### src/rtl/pc_seq_pkg.sv
// Shared types and helpers for the program-counter sequencer.
//   pc_state_e  : sequencing state (running / halted)
//   int_cmd_e   : {int_disable_cmd, int_enable_cmd} command codes
//   word_offset : sign-extend a word immediate and scale it to a byte offset
package pc_seq_pkg;

  typedef enum logic [0:0] {
    StRun    = 1'b0,
    StHalted = 1'b1
  } pc_state_e;

  localparam logic [15:0] IntVectorDefault = 16'h0004;

  typedef enum logic [1:0] {
    IntCmdNone    = 2'b00,
    IntCmdEnable  = 2'b01,
    IntCmdDisable = 2'b10,
    IntCmdBoth    = 2'b11
  } int_cmd_e;

  // imm holds an imm_w-bit signed word offset in its low bits (upper bits zero).
  // Returns the sign-extended offset shifted left by one (byte offset).
  function automatic logic [31:0] word_offset(input logic [31:0] imm,
                                              input int unsigned imm_w);
    logic signed [31:0] tmp;
    tmp = $signed(imm << (32 - imm_w));
    tmp = tmp >>> (32 - imm_w);
    return {tmp[30:0], 1'b0};
  endfunction

endpackage

### src/rtl/return_address_stack.sv
// Circular return-address stack with combinational top-of-stack read.
//   clk_i/rst_ni   : clock, async active-low reset
//   clear_i        : synchronous clear (empties the stack)
//   push_i/pop_i   : push wins if both asserted
//   wr_data_i      : value to push
//   rd_data_o      : current top of stack
//   count_o        : number of valid entries (0..RAS_DEPTH)
//   empty_o/full_o : occupancy status
//   overflow_o     : pulse, push while full (oldest entry overwritten)
//   underflow_o    : pulse, pop while empty (ignored)
module return_address_stack #(
  parameter int unsigned ADDR_W    = 16,
  parameter int unsigned RAS_DEPTH = 8
) (
  input  logic                             clk_i,
  input  logic                             rst_ni,
  input  logic                             clear_i,
  input  logic                             push_i,
  input  logic                             pop_i,
  input  logic [ADDR_W-1:0]                wr_data_i,
  output logic [ADDR_W-1:0]                rd_data_o,
  output logic [$clog2(RAS_DEPTH):0]       count_o,
  output logic                             empty_o,
  output logic                             full_o,
  output logic                             overflow_o,
  output logic                             underflow_o
);

  localparam int unsigned PtrW = $clog2(RAS_DEPTH);
  localparam int unsigned CntW = PtrW + 1;

  logic [ADDR_W-1:0] mem_q [RAS_DEPTH];
  logic [PtrW-1:0]   wr_ptr_q, wr_ptr_d, top_ptr;
  logic [CntW-1:0]   count_q, count_d;

  // Power-of-two depth: pointer arithmetic wraps, giving the circular overwrite.
  assign top_ptr     = wr_ptr_q - PtrW'(1);
  assign rd_data_o   = mem_q[top_ptr];
  assign count_o     = count_q;
  assign empty_o     = (count_q == '0);
  assign full_o      = (count_q == CntW'(RAS_DEPTH));
  assign overflow_o  = push_i & full_o;
  assign underflow_o = pop_i & ~push_i & empty_o;

  always_comb begin
    wr_ptr_d = wr_ptr_q;
    count_d  = count_q;
    if (clear_i) begin
      wr_ptr_d = '0;
      count_d  = '0;
    end else if (push_i) begin
      wr_ptr_d = wr_ptr_q + PtrW'(1);
      if (!full_o) count_d = count_q + CntW'(1);
    end else if (pop_i && !empty_o) begin
      wr_ptr_d = top_ptr;
      count_d  = count_q - CntW'(1);
    end
  end

  always_ff @(posedge clk_i or negedge rst_ni) begin
    if (!rst_ni) begin
      wr_ptr_q <= '0;
      count_q  <= '0;
    end else begin
      wr_ptr_q <= wr_ptr_d;
      count_q  <= count_d;
    end
  end

  always_ff @(posedge clk_i) begin
    if (push_i && !clear_i) mem_q[wr_ptr_q] <= wr_data_i;
  end

endmodule

### src/rtl/pc_sequencer.sv
// Program counter sequencer: sequential fetch, branches, jumps, jump-and-link,
// RETURN through a return-address stack, and single-level interrupt entry/exit.
//   clk_i, rst_ni              : clock, async active-low reset
//   clk_en_i                   : advance enable (everything holds when low)
//   soft_reset_i ... irq_i     : decoded instruction flags and interrupt request
//   pc_o                       : current fetch address
//   int_enabled_o, in_isr_o    : interrupt status
//   int_ack_o                  : one-cycle pulse on ISR entry
//   ras_*_o                    : return-address stack status and sticky errors
module pc_sequencer
  import pc_seq_pkg::*;
#(
  parameter int unsigned        ADDR_W     = 16,
  parameter int unsigned        BR_IMM_W   = 6,
  parameter int unsigned        J_IMM_W    = 12,
  parameter int unsigned        RAS_DEPTH  = 8,
  parameter logic [ADDR_W-1:0]  INT_VECTOR = ADDR_W'(IntVectorDefault)
) (
  input  logic                clk_i,
  input  logic                rst_ni,
  input  logic                clk_en_i,
  input  logic                soft_reset_i,
  input  logic                halt_cmd_i,
  input  logic                branch_taken_i,
  input  logic [BR_IMM_W-1:0] branch_immediate_i,
  input  logic                jump_taken_i,
  input  logic                jump_link_i,
  input  logic [J_IMM_W-1:0]  jump_immediate_i,
  input  logic                return_cmd_i,
  input  logic                int_enable_cmd_i,
  input  logic                int_disable_cmd_i,
  input  logic                int_trigger_cmd_i,
  input  logic                irq_i,
  output logic [ADDR_W-1:0]   pc_o,
  output logic                int_enabled_o,
  output logic                in_isr_o,
  output logic                int_ack_o,
  output logic                ras_empty_o,
  output logic                ras_full_o,
  output logic                ras_overflow_o,
  output logic                ras_underflow_o
);

  localparam int unsigned CntW = $clog2(RAS_DEPTH) + 1;

  pc_state_e         state_q, state_d;
  logic [ADDR_W-1:0] pc_q, pc_d, epc_q, epc_d;
  logic [CntW-1:0]   isr_base_q, isr_base_d;
  logic              in_isr_q, in_isr_d, int_en_q, int_en_d, int_ack_q, int_ack_d;
  logic              ras_ovf_q, ras_ovf_d, ras_unf_q, ras_unf_d;

  logic [ADDR_W-1:0] seq_pc, br_off, j_off, ras_top;
  logic [CntW-1:0]   ras_count;
  logic              ras_push, ras_pop, ras_clear, ras_empty, ras_full;
  logic              ras_ovf_pulse, ras_unf_pulse, int_req;
  int_cmd_e          int_cmd;

  assign seq_pc  = pc_q + ADDR_W'(2);
  assign br_off  = ADDR_W'(word_offset(32'(branch_immediate_i), BR_IMM_W));
  assign j_off   = ADDR_W'(word_offset(32'(jump_immediate_i), J_IMM_W));
  assign int_req = (irq_i | int_trigger_cmd_i) & int_en_q & ~in_isr_q;
  assign int_cmd = int_cmd_e'({int_disable_cmd_i, int_enable_cmd_i});

  return_address_stack #(
    .ADDR_W   (ADDR_W),
    .RAS_DEPTH(RAS_DEPTH)
  ) u_ras (
    .clk_i      (clk_i),
    .rst_ni     (rst_ni),
    .clear_i    (ras_clear),
    .push_i     (ras_push),
    .pop_i      (ras_pop),
    .wr_data_i  (seq_pc),
    .rd_data_o  (ras_top),
    .count_o    (ras_count),
    .empty_o    (ras_empty),
    .full_o     (ras_full),
    .overflow_o (ras_ovf_pulse),
    .underflow_o(ras_unf_pulse)
  );

  // State register.
  always_ff @(posedge clk_i or negedge rst_ni) begin
    if (!rst_ni) begin
      state_q    <= StRun;
      pc_q       <= '0;
      epc_q      <= '0;
      isr_base_q <= '0;
      in_isr_q   <= 1'b0;
      int_en_q   <= 1'b0;
      int_ack_q  <= 1'b0;
      ras_ovf_q  <= 1'b0;
      ras_unf_q  <= 1'b0;
    end else begin
      state_q    <= state_d;
      pc_q       <= pc_d;
      epc_q      <= epc_d;
      isr_base_q <= isr_base_d;
      in_isr_q   <= in_isr_d;
      int_en_q   <= int_en_d;
      int_ack_q  <= int_ack_d;
      ras_ovf_q  <= ras_ovf_d;
      ras_unf_q  <= ras_unf_d;
    end
  end

  // Next-state logic, in decreasing priority.
  always_comb begin
    state_d    = state_q;
    pc_d       = pc_q;
    epc_d      = epc_q;
    isr_base_d = isr_base_q;
    in_isr_d   = in_isr_q;
    int_en_d   = int_en_q;
    int_ack_d  = 1'b0;
    ras_push   = 1'b0;
    ras_pop    = 1'b0;
    ras_clear  = 1'b0;

    if (clk_en_i) begin
      if (soft_reset_i) begin
        state_d    = StRun;
        pc_d       = '0;
        epc_d      = '0;
        isr_base_d = '0;
        in_isr_d   = 1'b0;
        int_en_d   = 1'b0;
        ras_clear  = 1'b1;
      end else begin
        unique case (int_cmd)
          IntCmdEnable:              int_en_d = 1'b1;
          IntCmdDisable, IntCmdBoth: int_en_d = 1'b0;
          default:                   ;
        endcase

        if (int_req) begin
          // pc + 2 is the resume address whether running or halted.
          epc_d      = seq_pc;
          isr_base_d = ras_count;
          pc_d       = INT_VECTOR;
          in_isr_d   = 1'b1;
          int_en_d   = 1'b0;
          int_ack_d  = 1'b1;
          state_d    = StRun;
        end else if (halt_cmd_i) begin
          state_d = StHalted;
        end else if (state_q == StHalted) begin
          pc_d = pc_q;
        end else if (return_cmd_i) begin
          if (in_isr_q && (ras_count == isr_base_q)) begin
            pc_d     = epc_q;
            in_isr_d = 1'b0;
            int_en_d = 1'b1;
          end else begin
            ras_pop = 1'b1;
            pc_d    = ras_empty ? seq_pc : ras_top;
          end
        end else if (jump_link_i) begin
          ras_push = 1'b1;
          pc_d     = seq_pc + j_off;
          // Overwrite drops the oldest entry, which sits below the ISR frame.
          if (in_isr_q && ras_full && (isr_base_q != '0)) begin
            isr_base_d = isr_base_q - CntW'(1);
          end
        end else if (jump_taken_i) begin
          pc_d = seq_pc + j_off;
        end else if (branch_taken_i) begin
          pc_d = seq_pc + br_off;
        end else begin
          pc_d = seq_pc;
        end
      end
    end
  end

  // Sticky stack error flags.
  always_comb begin
    ras_ovf_d = ras_ovf_q | ras_ovf_pulse;
    ras_unf_d = ras_unf_q | ras_unf_pulse;
    if (clk_en_i && soft_reset_i) begin
      ras_ovf_d = 1'b0;
      ras_unf_d = 1'b0;
    end
  end

  // Outputs.
  always_comb begin
    pc_o            = pc_q;
    int_enabled_o   = int_en_q;
    in_isr_o        = in_isr_q;
    int_ack_o       = int_ack_q;
    ras_empty_o     = ras_empty;
    ras_full_o      = ras_full;
    ras_overflow_o  = ras_ovf_q;
    ras_underflow_o = ras_unf_q;
  end

endmodule
### config.mk
export PLATFORM = sky130hd
export DESIGN_NAME = pc_sequencer
export DESIGN_NICKNAME = d
export VERILOG_FILES = /design/src/rtl/pc_seq_pkg.sv /design/src/rtl/return_address_stack.sv /design/src/rtl/pc_sequencer.sv
export SDC_FILE = /design/constraint.sdc
export NUM_CORES = 1
export LEC_CHECK = 0
export CAP_MARGIN = 30
export CORE_UTILIZATION = 60
export DETAILED_ROUTE_END_ITERATION = 10
export GPL_ROUTABILITY_DRIVEN = 0
export PLACE_DENSITY = 0.82
export SYNTH_ARGS = -nofsm -noshare
export SYNTH_HDL_FRONTEND = slang
export SYNTH_HIERARCHICAL = 1
export SYNTH_SLANG_ARGS = --single-unit
### constraint.sdc
create_clock -name clk_i -period 4 [get_ports clk_i]
set_input_delay 1.2 -clock clk_i [delete_from_list [all_inputs] [get_ports clk_i]]
set_output_delay 1.2 -clock clk_i [all_outputs]
set_load 0.01 [all_outputs]
== After elaboration in Yosys (flattened, before gate mapping) ==
Memories as Yosys holds them, arrays and structs flattened.
Index checks and enable logic that the tools add are counted.
Storage, ports and cells
  bits in registers: 49
  RAM bits: 128
  bits of input ports: 31
  output and inout bits: 23
  logic and storage cells: 128
  memories kept: 1
Memories
  u_ras.mem_q: depth 8, width 16, read ports 1, clocked after Yosys merged registers in 0, write ports 1, RTL line return_address_stack.sv:32  | logic [ADDR_W-1:0] mem_q [RAS_DEPTH];
Operators by class
  $add $sub $neg: 8
  eq/ne operators: 9
  muxes and demuxes: 65
  bitwise logic cells: 10
  reduce and logical (&&, ||, !) cells: 24
Operators by type and width (count)
  $mux W16: 12
  $mux W4: 11
  $mux W1: 38
  $add A16 B16 Y16: 2
  $reduce_bool A3 Y1: 6
  $add A16 B2 Y16 const B: 1
  $ne A3 B2 Y1 const B: 4
  $mux W3: 3
  $sub A4 B1 Y4 const B: 2
  $logic_and A1 B1 Y1: 6
  $reduce_and A2 Y1: 3
  $reduce_and A6 Y1: 1
  $and A1 B1 Y1: 5
  $reduce_and A5 Y1: 1
  $add A4 B1 Y4 const B: 1
  $eq A2 B2 Y1 const B: 2
  $eq A4 B4 Y1: 1
  $eq A4 B4 Y1 const B: 1
  $logic_not A4 Y1: 1
  $reduce_bool A4 Y1: 1
  $add A3 B1 Y3 const B: 1
  $or A1 B1 Y1: 3
  $reduce_and A3 Y1: 1
  $sub A3 B1 Y3 const B: 1
  other kinds (6): 8

== Depth between registers and ports, before layout ==
Gate-level depths: netlist of run 1.
  depth in word-level cells: 13
  mapped depth: 15
  mapped depth without buffers: 14

== By module ==
The synthesis of run 1 kept the hierarchy.
By module, submodules not included
  return_address_stack: times used 1, cells an instance 260, area an instance 5436.5 sq um, sequential area each 4018.9 sq um
  pc_sequencer: times used 1, cells an instance 523, area an instance 4111.4 sq um, sequential area each 1051.0 sq um

== Least setup slack after synthesis of run 1 ==
Ideal clock, no wire load.
  path kind: input -> register
  from: input int_trigger_cmd_i
  to: memory u_ras.mem_q[4][0] (enable)
  library setup time: 430 ps
  arrival time: 4075 ps
  data required time: 3570 ps
  slack: -506 ps
  stages: 9
  path buffers: 2
  path through: nor2_1 > or3b_1 > buf_6 > nand4_1 > nor2_1 > and2_1 > buf_6 > nand2_1 > nor4_1
On the way
  word-level cells in the longest chain between the ends: 9
RTL lines
  start: declaration: RTL line pc_sequencer.sv:32  | input logic int_trigger_cmd_i,
  $or A1 B1 Y1: RTL line pc_sequencer.sv:61  | assign int_req = (irq_i | int_trigger_cmd_i) & int_en_q & ~in_isr_q;
  $and A1 B1 Y1 (2 in series): RTL line pc_sequencer.sv:61
  $mux W1: RTL line pc_sequencer.sv:136  | if (int_req) begin
  $mux W1: RTL line pc_sequencer.sv:121  | if (soft_reset_i) begin
  $mux W1: RTL line pc_sequencer.sv:120  | if (clk_en_i) begin
  named net ras_push: RTL line pc_sequencer.sv:54  | logic ras_push, ras_pop, ras_clear, ras_empty, ras_full;
  $logic_and A1 B1 Y1: RTL line return_address_stack.sv:71  | if (push_i && !clear_i) mem_q[wr_ptr_q] <= wr_data_i;
  $mux W1: RTL line return_address_stack.sv:71
  $mux W1 (not written as such): RTL line return_address_stack.sv:71
  end: declaration: RTL line return_address_stack.sv:32
The timed path passes the listed nets, and every way through them passes these cells.

== Final worst setup path of run 1 ==
  from: register pc_q[2] (netlist: pc_o[2])
  to: register pc_q[15] (netlist: pc_o[15])
On the way
  word-level cells in the longest chain between the ends: 10
  elaborated cells on any way between the ends: 13
  those cells by class: 3 x add/sub; 10 x mux
RTL lines
  start: declaration: RTL line pc_sequencer.sv:47  | logic [ADDR_W-1:0] pc_q, pc_d, epc_q, epc_d;
  start signal: assignment: RTL line pc_sequencer.sv:96  | pc_q <= pc_d;
  $add A16 B2 Y16 *: RTL line pc_sequencer.sv:58  | assign seq_pc = pc_q + ADDR_W'(2);
  named net seq_pc[9]: RTL line pc_sequencer.sv:52  | logic [ADDR_W-1:0] seq_pc, br_off, j_off, ras_top;
  $add A16 B16 Y16: RTL line pc_sequencer.sv:168  | pc_d = seq_pc + br_off;
  $mux W16: RTL line pc_sequencer.sv:167  | end else if (branch_taken_i) begin
  $mux W16: RTL line pc_sequencer.sv:165  | end else if (jump_taken_i) begin
  $mux W16 *: RTL line pc_sequencer.sv:158  | end else if (jump_link_i) begin
  $mux W16 *: RTL line pc_sequencer.sv:149  | end else if (return_cmd_i) begin
  $mux W16 *: RTL line pc_sequencer.sv:147  | end else if (state_q == StHalted) begin
  $mux W16 *: RTL line pc_sequencer.sv:145  | end else if (halt_cmd_i) begin
  $mux W16 *: RTL line pc_sequencer.sv:136
  $mux W16 *: RTL line pc_sequencer.sv:121
Mark *: on every way through the listed nets, which the timed path passes. The rest lies on a longest branch. The select of a mux whose other input is x is not followed.
A chain may end at the register's enable or synchronous reset.

==> run_results.csv, run 1 <==
group,metric,value,unit
logic_synthesis,synth_cell_types,72,
logic_synthesis,avgSynthCellArea,12.19,sq um
drt,firstDrtPassIters,6,
clock_tree,clk_latency,430,ps
cells_and_area,regArea,0.005071,sq mm
global_route,gr-total-overflow,0,
logic_synthesis,synth_top_area_cell,"edfxtp_1",
cells_and_area,drive_gt1_frac,0.1601,
logic_synthesis,synth_top_area_share,0.4026,
placed_design,port-buffer-count,53,
drt,ant_nets,0,
floorplanning,die_width,128.1,microns
timing,finalCritPeriodShare,0.9619,
power,peakVddDrop,0.0003773,V
floorplanning,placeableCoreArea,0.01537,sq mm
worst_setup_path,critical-path-max-stage-delay,420,ps
clock_tree,root_buffer,"clkbuf_16",
logic_synthesis,synth_xor_area_frac,0.03656,
logic_synthesis,synth_warnings,6,
logic_synthesis,syn_area,0.009548,sq mm
clock_tree,path_clk_slew,70,ps
logic_synthesis,synth.mux.area_fraction,0.1081,
logic_synthesis,synth_top_family_by_area,"compound AO/OA/AOI/OAI gates",
worst_setup_path,startpoint,"pc_o[2]",
logic_synthesis,synth_fa_ha_area_frac,0.05347,
global_route,antenna_found_initial,0,
cells_and_area,final_core_util,0.7201,
worst_setup_path,required,4310,ps
drt,vias_per_cell,6.547,
timing,tightest_slew,699.9,ps
cells_and_area,multi_input_area,0.004210,sq mm
cells_and_area,syn_to_final_growth,15.94,%
worst_hold_path,hold_start,"epc_q[15]",
logic_synthesis,synth_edf_count,128,
worst_setup_path,crit_type,"flop to flop",
floorplanning,num_rows,45,
logic_synthesis,synth_compound_area_frac,0.1305,
worst_setup_path,crit_path_end_kind,"flop",
outcome,status,"completed",
power,power.density,442.5,mW/mm^2
global_route,grt_pass1_wl,38.09,mm
clock_tree,clockBufferDepth,2,
worst_setup_path,worstPathCellList,"ha_1, nand3_1, nor2_2, nand2_1, xor2_1, inv_2, ha_1, nand2_1, o21ai_0, a221o_1, mux2i_1, o2111ai_1, o211a_1, or3_1",
cells_and_area,fin_cells,1079,
floorplanning,start_util,0.6212,
timing,min_period,3848,ps
global_route,grt_pass1_vias,7102,
timing,clock_skew,7.506,ps
worst_setup_path,worst_setup_path_start_kind,"flop",
worst_setup_path,r2r_slack,150,ps
logic_synthesis,synth_common_cells,"128 x edfxtp_1, 64 x nor2_1, 58 x nand2_1",
logic_synthesis,ys_ff_latch,177,
clock_tree,numClockSinks,177,
worst_setup_path,regToRegStartpoint,"pc_o[2]",
clock_tree,htree_num_levels,4,
worst_hold_path,min_path_type,"flop to flop",
logic_synthesis,synth_nets,853,
worst_setup_path,endpoint,"pc_o[15]",
drt,drtIter0Drc,943,
clock_tree,cts_setup_buffers,0,
floorplanning,dieArea,0.01642,sq mm
cells_and_area,fillCellCount,968,
drt,wl,24.08,mm
clock_tree,cts-buffers-inserted,17,
cells_and_area,final_nets,925,
drt,drc,0,
timing,holdWs,488.9,ps
timing,clock.fmax,0.2599,GHz
logic_synthesis,synth_flop_cell,"edfxtp_1",
power,leakage,4.287,nW
placed_design,dpl.hpwl,16.35,mm
clock_tree,cts_tree,"built",
worst_setup_path,timing.rr.end,"pc_o[15]",
timing,final_max_slew_viol_count,0,
worst_setup_path,r2r_cells,14,
timing,finalHoldViolCount,0,
placed_design,dp.cells,1047,
logic_synthesis,syn-instance-count,783,
global_route,grt_start_max_net_pins,36,
worst_setup_path,cp_slowest_cell,"dfrtp_1",
global_route,grtUsageTotal,0.3128,
floorplanning,pin_count,54,
drt,routedWlPerCell,22.32,microns
timing,setup_tns,0,ps
floorplanning,die_h,128.1,microns
timing,setup-violations-final,0,
worst_setup_path,arrival,4160,ps
worst_setup_path,path_max_fanout,10,
logic_synthesis,synth-simple-area-share,0.1071,
logic_synthesis,synthArstFlopShare,0.2768,
flow_run,drv_cap,0,
logic_synthesis,yosys.cell_count.top_type,"edfxtp_1",
timing,max-slew-margin-rel,0.5323,
cells_and_area,n_antenna_cell,0,
drt,vias,7064,
logic_synthesis,ys_seq_area_frac,0.5310,
logic_synthesis,synth.top_cells.by_area,"edfxtp_1 40%, dfrtp_1 13%, mux4_2 7.5%",
logic make-up after synthesis:
family / count (synthesis)
simple gates: 210
compound gates: 190
flops: 177
buf+inv: 67
mux: 61
xor+xnor: 39
fa+ha+maj: 39
how the worst min path moves through the flow:
stage	to	slack, ps	cells past startpoint
finish	epc_q[15]	490	2
global route	epc_q[12]	520	2
CTS	epc_q[15]	490	2
detailed placement	epc_q[12]	480	2
global placement	epc_q[8]	460	2
floorplan	epc_q[13]	450	2
cells in the final DEF, fill, tap and decap left out, drive strengths merged, types with 17 or more instances in the layout:
cell | synthesis | layout
dfrtp | 49 | 49
edfxtp | 128 | 128
nand2 | 59 | 59
xor2 | 20 | 20
inv | 31 | 39
clkdlybuf4s50 | 0 | 52
ha | 36 | 36
mux4 | 32 | 32
xnor2 | 19 | 19
clkbuf | 17 | 17
buf | 19 | 37
o21ai | 49 | 49
nor2 | 64 | 64
mux2 | 17 | 17
a21oi | 50 | 50
state kept, by name, summed over array words and instances (netlist names):
| name | count |
|---|---|
| epc_q | 16 |
| in_isr_o | 1 |
| int_ack_o | 1 |
| int_enabled_o | 1 |
| isr_base_q | 4 |
| pc_o | 16 |
| ras_overflow_o | 1 |
| ras_underflow_o | 1 |
| state_q | 1 |
| u_ras/count_o | 4 |
| u_ras/mem_q | 128 |
| u_ras/wr_ptr_q | 3 |
worst max-delay path: cells and delay by family (launching register included):
family / cells / cell delay [ps]
simple gates: 5 / 960
compound gates: 4 / 960
fa+ha+maj: 2 / 630
flops: 1 / 420
buf+inv: 1 / 200
xor+xnor: 1 / 340
mux: 1 / 210
per-layer routing:
metal | routed length [microns] | part of all wire | GRT usage
met1 | 9271 | 0.38 | 0.4112
met2 | 11820 | 0.49 | 0.5169
met3 | 2266 | 0.094 | 0.05509
met4 | 724 | 0.030 | 0.1308
met5 | 0 | 0 | 0
power breakdown:
part           total (mW)  switching, mW  internal [mW]  leakage, nW
combinational        1.09          0.623          0.467         2.13
sequential           2.12         0.0747           2.05         1.87
clock                1.69          0.746          0.941        0.287
metrics by stage:
step / setup WS (ps) / power, mW / cell area, sq um
6_report: 152.2 / 4.898 / 11070
3_5_place_dp: 2.629 / 3.218 / 10460
4_1_cts: 138.4 / 4.885 / 11060
3_3_place_gp: 97.33 / 3.161 / 10440
2_1_floorplan: 151.3 / 2.874 / 9574
5_1_grt: -2.091 / 5.077 / 11070
repair_timing:
item                                    in CTS  in global routing
hold endpoints to repair                     0                  0
resized for setup                            0                  5
hold buffers                                 0                  0
endpoints found under the setup margin       0                  2
area by class of cell:
type	instances	area share
Clock inverter	15	0.01571
Sequential cell	177	0.4581
Tap cell	211	0.02385
Inverter	31	0.01051
Multi-Input combinational cell	539	0.3804
Clock buffer	17	0.03843
Timing Repair Buffer	89	0.07302
No activity file was read; power rests on OpenSTA's default activity.
==> run 2, diff against run 1 <==
--- a/config.mk
+++ b/config.mk
@@ -5,10 +5,9 @@
 export SDC_FILE = /design/constraint.sdc
 export NUM_CORES = 1
 export LEC_CHECK = 0
-export CAP_MARGIN = 30
+export CAP_MARGIN = 10
 export CORE_UTILIZATION = 60
 export DETAILED_ROUTE_END_ITERATION = 10
-export GPL_ROUTABILITY_DRIVEN = 0
 export PLACE_DENSITY = 0.82
 export SYNTH_ARGS = -nofsm -noshare
 export SYNTH_HDL_FRONTEND = slang
==> run 2 against run 1 <==
Net effect:
- largest cell class unchanged
- combinational power barely moved
- highest routed layer unchanged
- clock-buffer cell count unchanged
- non-clock buffer count is 5 higher
==> run_results.csv, run 2 (synthesis gave the netlist of run 1 again) <==
group,metric,value,unit
worst_setup_path,path_max_fanout,10,
floorplanning,die_width,128.1,microns
cells_and_area,final_common_cell,"edfxtp_1",
clock_tree,htree_num_levels,4,
worst_setup_path,crit_type,"flop to flop",
timing,tightest_slew,875.6,ps
cells_and_area,final_nets,930,
drt,wl,23.55,mm
worst_setup_path,cp_slowest_cell,"dfrtp_1",
worst_setup_path,timing.rr.end,"pc_o[15]",
timing,max-slew-margin-rel,0.4163,
timing,min_period,3767,ps
worst_setup_path,path_buf_inv,1,
cells_and_area,n_antenna_cell,0,
cells_and_area,drive_gt1_frac,0.1615,
drt,vias,6953,
worst_hold_path,min_path_type,"flop to flop",
timing,finalHoldViolCount,0,
global_route,grt_start_max_net_pins,38,
placed_design,place_congestion,0.9605,
timing,setup_tns,0,ps
placed_design,dpl.hpwl,16.60,mm
timing,finalCritPeriodShare,0.9417,
worst_setup_path,arrival,4080,ps
worst_setup_path,worst_setup_path_start_kind,"flop",
worst_setup_path,cpLargestDelayFamily,"compound AO/OA/AOI/OAI gates",
cells_and_area,syn_to_final_growth,16.24,%
clock_tree,numClockSinks,177,
worst_setup_path,required,4310,ps
clock_tree,path_clk_slew,70,ps
worst_setup_path,cp.depth,14,
clock_tree,root_buffer,"clkbuf_16",
drt,routedWlPerCell,21.72,microns
cells_and_area,multi_input_area,0.004202,sq mm
worst_setup_path,r2r_cells,14,
worst_hold_path,hold_end,"epc_q[5]",
timing,final_max_slew_viol_count,0,
worst_setup_path,r2r_slack,230,ps
worst_setup_path,crit_path_end_kind,"flop",
timing,rsz0062_at_grt,"no",
worst_hold_path,hold_depth,2,
flow_run,drv_cap,0,
floorplanning,pin_count,54,
placed_design,port-buffer-count,53,
floorplanning,num_rows,45,
drt,drtIter0Drc,728,
floorplanning,dieArea,0.01642,sq mm
timing,setup-violations-final,0,
cells_and_area,largest_register,"u_ras/mem_q",
worst_setup_path,regToRegStartpoint,"pc_o[2]",
global_route,antenna_found_initial,0,
global_route,grt_pass1_vias,7023,
cells_and_area,fin_cells,1084,
timing,clock.fmax,0.2655,GHz
global_route,gr-total-overflow,0,
power,leakage,4.319,nW
clock_tree,clockBufferDepth,2,
clock_tree,cts-buffers-inserted,17,
worst_setup_path,worstPathCellList,"ha_1, nand3_1, nor2_1, nand2_1, xor2_1, inv_2, ha_1, nand2_1, o21ai_0, a221o_1, mux2i_1, o2111ai_1, o211a_1, or3_1",
drt,firstDrtPassIters,5,
placed_design,dp.cells,1052,
power,peakVddDrop,0.0003125,V
power,power.density,440.7,mW/mm^2
cells_and_area,most-common-layout-cells,"128 x edfxtp_1, 64 x nor2_1, 58 x nand2_1",
outcome,status,"completed",
cells_and_area,largest_register_ffs,128,
cells_and_area,regArea,0.005071,sq mm
drt,vias_per_cell,6.414,
floorplanning,placeableCoreArea,0.01537,sq mm
floorplanning,die_h,128.1,microns
clock_tree,cts_setup_buffers,0,
floorplanning,start_util,0.6212,
clock_tree,cts_tree,"built",
cells_and_area,fillCellCount,1013,
global_route,grtUsageTotal,0.3094,
timing,clock_skew,12.13,ps
worst_hold_path,hold_start,"epc_q[5]",
timing,holdWs,487.6,ps
worst_setup_path,critical-path-max-stage-delay,420,ps
clock_tree,clk_latency,440,ps
drt,ant_nets,0,
global_route,grt_pass1_wl,37.69,mm
drt,drc,0,
-- run 2: changes by cell type in the layout (fill, tap and decap cells not counted), sizes merged --
cell / delta
buf: +5
inv: +1
bufinv: -1
clkinvlp: -2
clkinv: +2
-- run 2: worst max-delay path by stage --
stage	start	slack (ps)	endpoint
finish	pc_o[2]	230	pc_o[15]
detailed placement	branch_immediate_i[0]	50	pc_o[15]
CTS	pc_o[2]	260	pc_o[15]
floorplan	int_trigger_cmd_i	150	u_ras/mem_q[4][0]
global route	pc_o[2]	20	pc_o[15]
global placement	branch_immediate_i[0]	130	pc_o[15]
-- run 2: stage by stage --
stage                       util  total power, mW  cell area, sq um  worst slack (ps)
after floorplan                -            2.874              9574             151.3
after global placement    0.6822            3.167             10490             128.4
after detailed placement  0.6822            3.218             10490             51.55
after CTS                 0.7220            4.885             11100             257.1
after global routing      0.7220            5.084             11100             20.07
final                     0.7220            4.891             11100             233.3
-- run 2: worst register-to-register path: stages, from the launching register on --
cell and delay [ps]:
dfrtp_1 420, ha_1 210, nand3_1 210, nor2_1 240, nand2_1 90, xor2_1 340, inv_2 190, ha_1 420
nand2_1 70, o21ai_0 310, a221o_1 230, mux2i_1 200, o2111ai_1 180, o211a_1 250, or3_1 290
-- run 2: report_power, final --
part	internal, mW	switching [mW]
clock	0.902	0.790
combinational	0.470	0.605
sequential	2.05	0.0784
total	3.42	1.47
-- run 2: layer usage --
metal | vias up | part of all wire | GRT usage
met1 | 3416 | 0.39 | 0.4102
met4 | 0 | 0.029 | 0.1356
met3 | 52 | 0.082 | 0.05467
met2 | 336 | 0.50 | 0.5048
met5 | - | 0 | 0
li1 | 3149 | - | -
-- run 2: final cells by class --
class / count / share of cell area
flip-flops and latches: 177 / 0.4569
well taps: 211 / 0.02379
inverters: 31 / 0.01048
clock buffers: 17 / 0.03833
clock inverters: 15 / 0.01680
repair buffers: 94 / 0.07508
multi-input cells: 539 / 0.3786
-- run 2: what timing repair did --
action	CTS	global route
endpoints found under the setup margin	0	1
resized for setup	0	2
hold buffers	0	0
==> run 3, diff against run 2 <==
--- a/config.mk
+++ b/config.mk
@@ -6,10 +6,10 @@
 export NUM_CORES = 1
 export LEC_CHECK = 0
 export CAP_MARGIN = 10
+export CORE_MARGIN = 2
 export CORE_UTILIZATION = 60
 export DETAILED_ROUTE_END_ITERATION = 10
 export PLACE_DENSITY = 0.82
 export SYNTH_ARGS = -nofsm -noshare
 export SYNTH_HDL_FRONTEND = slang
-export SYNTH_HIERARCHICAL = 1
 export SYNTH_SLANG_ARGS = --single-unit
==> run 3 against run 2 <==
Net effect:
- register-to-register slack better by 90 ps
- critical path depth fell by 2
- total power increased by 4.8%
- die area increased by 1.8%
- combinational power rose by 27%
- clock skew up 1.3 ps
- critical path type unchanged
- final cell count fell by 2.2%
- sequential share of layout area grew 0.73 points
- core utilization fell by 0.61 points
- sequential cell count did not move
==> run_results.csv, run 3 <==
group,metric,value,unit
floorplanning,dieArea,0.01672,sq mm
timing,setup_ws,319.1,ps
worst_hold_path,min_path_type,"flop to flop",
timing,final_max_slew_viol_count,0,
drt,vias_per_cell,6.650,
drt,firstDrtPassIters,5,
worst_setup_path,crit_path_end_kind,"flop",
drt,wl,25.08,mm
logic_synthesis,synth_top_family_by_area,"compound AO/OA/AOI/OAI gates",
logic_synthesis,synth_warnings,0,
timing,finalCritPeriodShare,0.9202,
floorplanning,die_h,129.3,microns
flow_run,drv_cap,0,
logic_synthesis,synth.mux.area_fraction,0.09603,
logic_synthesis,avgSynthCellArea,12.36,sq um
logic_synthesis,ys_seq_area_frac,0.5382,
placed_design,port-buffer-count,53,
timing,rsz0062_at_grt,"no",
logic_synthesis,synth_cell_types,69,
logic_synthesis,syn-instance-count,762,
power,intPower,3.479,mW
floorplanning,die_width,129.3,microns
clock_tree,clk_latency,430,ps
timing,setup-violations-final,0,
global_route,antenna_found_initial,0,
cells_and_area,most-common-layout-cells,"128 x edfxtp_1, 56 x nand2_1, 54 x a21oi_1",
clock_tree,clockBufferDepth,2,
cells_and_area,final_common_cell,"edfxtp_1",
timing,max-slew-margin-rel,0.2704,
logic_synthesis,synth_compound_area_frac,0.1437,
logic_synthesis,synth-simple-area-share,0.1013,
timing,finalHoldViolCount,0,
timing,clock_skew,13.46,ps
power,power.density,469.0,mW/mm^2
clock_tree,cts_hold_buf,0,
clock_tree,cts-buffers-inserted,17,
worst_setup_path,cpLargestDelayFamily,"compound AO/OA/AOI/OAI gates",
floorplanning,placeableCoreArea,0.01526,sq mm
timing,setup_tns,0,ps
power,peakVddDrop,0.0004108,V
worst_setup_path,arrival,3990,ps
global_route,grt_pass1_wl,38.63,mm
timing,clock.fmax,0.2717,GHz
drt,routedWlPerCell,23.66,microns
logic_synthesis,synth_top_area_cell,"edfxtp_1",
floorplanning,pin_count,54,
worst_setup_path,path_max_fanout,10,
cells_and_area,final_nets,906,
global_route,grt_start_max_net_pins,50,
timing,min_period,3681,ps
power,pwr-share-clk,0.312,
drt,vias,7049,
clock_tree,cts_resized,0,
drt,drtIter0Drc,792,
placed_design,dpl.hpwl,17.15,mm
logic_synthesis,synth_xor_area_frac,0.03719,
logic_synthesis,yosys.cell_count.top_type,"edfxtp_1",
clock_tree,path_clk_slew,70,ps
clock_tree,cts_tree,"built",
logic_synthesis,synth_flop_cell,"edfxtp_1",
worst_setup_path,worst_setup_path_start_kind,"flop",
cells_and_area,fillCellCount,1004,
power,p_total,5.123,mW
global_route,gr-total-overflow,0,
clock_tree,htree_num_levels,4,
clock_tree,cts_setup_buffers,0,
logic_synthesis,synth_edf_count,128,
timing,tightest_slew,1094,ps
logic_synthesis,ys_ff_latch,177,
clock_tree,numClockSinks,177,
worst_setup_path,worstPathCellList,"ha_1, nand3_1, nor2_1, xnor2_1, inv_1, ha_1, nand3_1, a211oi_1, o21ai_0, xor2_1, o221a_1, nand2_1",
cells_and_area,drive_gt1_frac,0.1425,
worst_setup_path,cp_slowest_cell,"a211oi_1",
logic_synthesis,synth.top_cells.by_area,"edfxtp_1 41%, dfrtp_1 13%, mux4_2 7.7%",
worst_setup_path,required,4310,ps
drt,ant_nets,0,
logic_synthesis,synth_fa_ha_area_frac,0.05419,
global_route,grtUsageTotal,0.3109,
power,switching_share,0.3209,
placed_design,place_ws,46.08,ps
logic_synthesis,synth_common_cells,"128 x edfxtp_1, 56 x nand2_1, 54 x a21oi_1",
worst_setup_path,crit_type,"flop to flop",
cells_and_area,multi_input_area,0.004116,sq mm
cells_and_area,largest_register,"u_ras.mem_q",
worst_setup_path,critical-path-max-stage-delay,510,ps
clock_tree,root_buffer,"clkbuf_16",
floorplanning,start_util,0.6174,
cells_and_area,largest_register_ffs,128,
worst_setup_path,path_buf_inv,1,
power,p_seq_frac,0.421,
power,p_switching,1.644,mW
logic_synthesis,syn_area,0.009420,sq mm
global_route,grt_pass1_vias,6966,
logic_synthesis,synthArstFlopShare,0.2768,
drt,drc,0,
outcome,status,"completed",
cells_and_area,syn_to_final_growth,15.96,%
placed_design,place_congestion,0.9781,
cells_and_area,regArea,0.005071,sq mm
power,leakage,4.207,nW
cells_and_area,n_antenna_cell,0,
logic_synthesis,synth_nets,832,
power,power_frac_comb,0.267,
logic_synthesis,synth_top_area_share,0.4080,
floorplanning,num_rows,45,
[run 3: tightest hold or removal path, cell delays in order, from the launching register on]
cell and delay [ps]:
dfrtp_1 340, nand2_1 50, o21ai_0 70
[run 3: final cells by class]
type | instances | area share
Clock buffer | 21 | 0.04032
Clock inverter | 11 | 0.01145
Inverter | 27 | 0.01019
Multi-Input combinational cell | 524 | 0.3768
Sequential cell | 177 | 0.4642
Tap cell | 211 | 0.02417
Timing Repair Buffer | 89 | 0.07284
[run 3: worst paths after layout]
check                          from  slack (ps)  cells past startpoint           endpoint
max in group asynchronous    rst_ni        2290                      1  u_ras.wr_ptr_q[0]
hold reg to reg            epc_q[1]         490                      2           epc_q[1]
hold / removal             epc_q[1]         490                      2           epc_q[1]
min in group asynchronous    rst_ni         980                      1   u_ras.count_o[0]
setup / recovery            pc_o[2]         320                     12           pc_o[15]
setup reg to reg            pc_o[2]         320                     12           pc_o[15]
[run 3: per-stage QoR]
stage	hold WS, ps	instances	util	area (sq um)
6_report	493.2	1060	0.7159	10920
5_1_grt	516.7	1060	0.7159	10920
4_1_cts	488.4	1060	0.7159	10920
3_5_place_dp	475.0	1028	0.6789	10360
3_3_place_gp	461.4	1028	0.6789	10360
2_1_floorplan	449.5	762	-	9432
[run 3: cells by family after synthesis]
logic type	Yosys count
compound gates	208
simple gates	188
flops	177
buf+inv	61
mux	49
xor+xnor	40
fa+ha+maj	39
[run 3: per-layer routing]
| metal | vias to the layer above | global-route usage | part of all wire |
|---|---|---|---|
| li1 | 3097 | - | - |
| met1 | 3466 | 0.4259 | 0.40 |
| met2 | 407 | 0.4963 | 0.47 |
| met3 | 79 | 0.06235 | 0.087 |
| met4 | 0 | 0.1202 | 0.037 |
| met5 | - | 0 | 0 |
[run 3: power groups by stage]
stage | Clock [mW] | Combinational, mW | Sequential, mW
finish | 1.60 | 1.37 | 2.16
global route | 1.67 | 1.47 | 2.16
CTS | 1.60 | 1.34 | 2.15
detailed placement | 0 | 1.33 | 2.19
global placement | 0 | 1.27 | 2.18
floorplan | 0 | 0.891 | 2.16
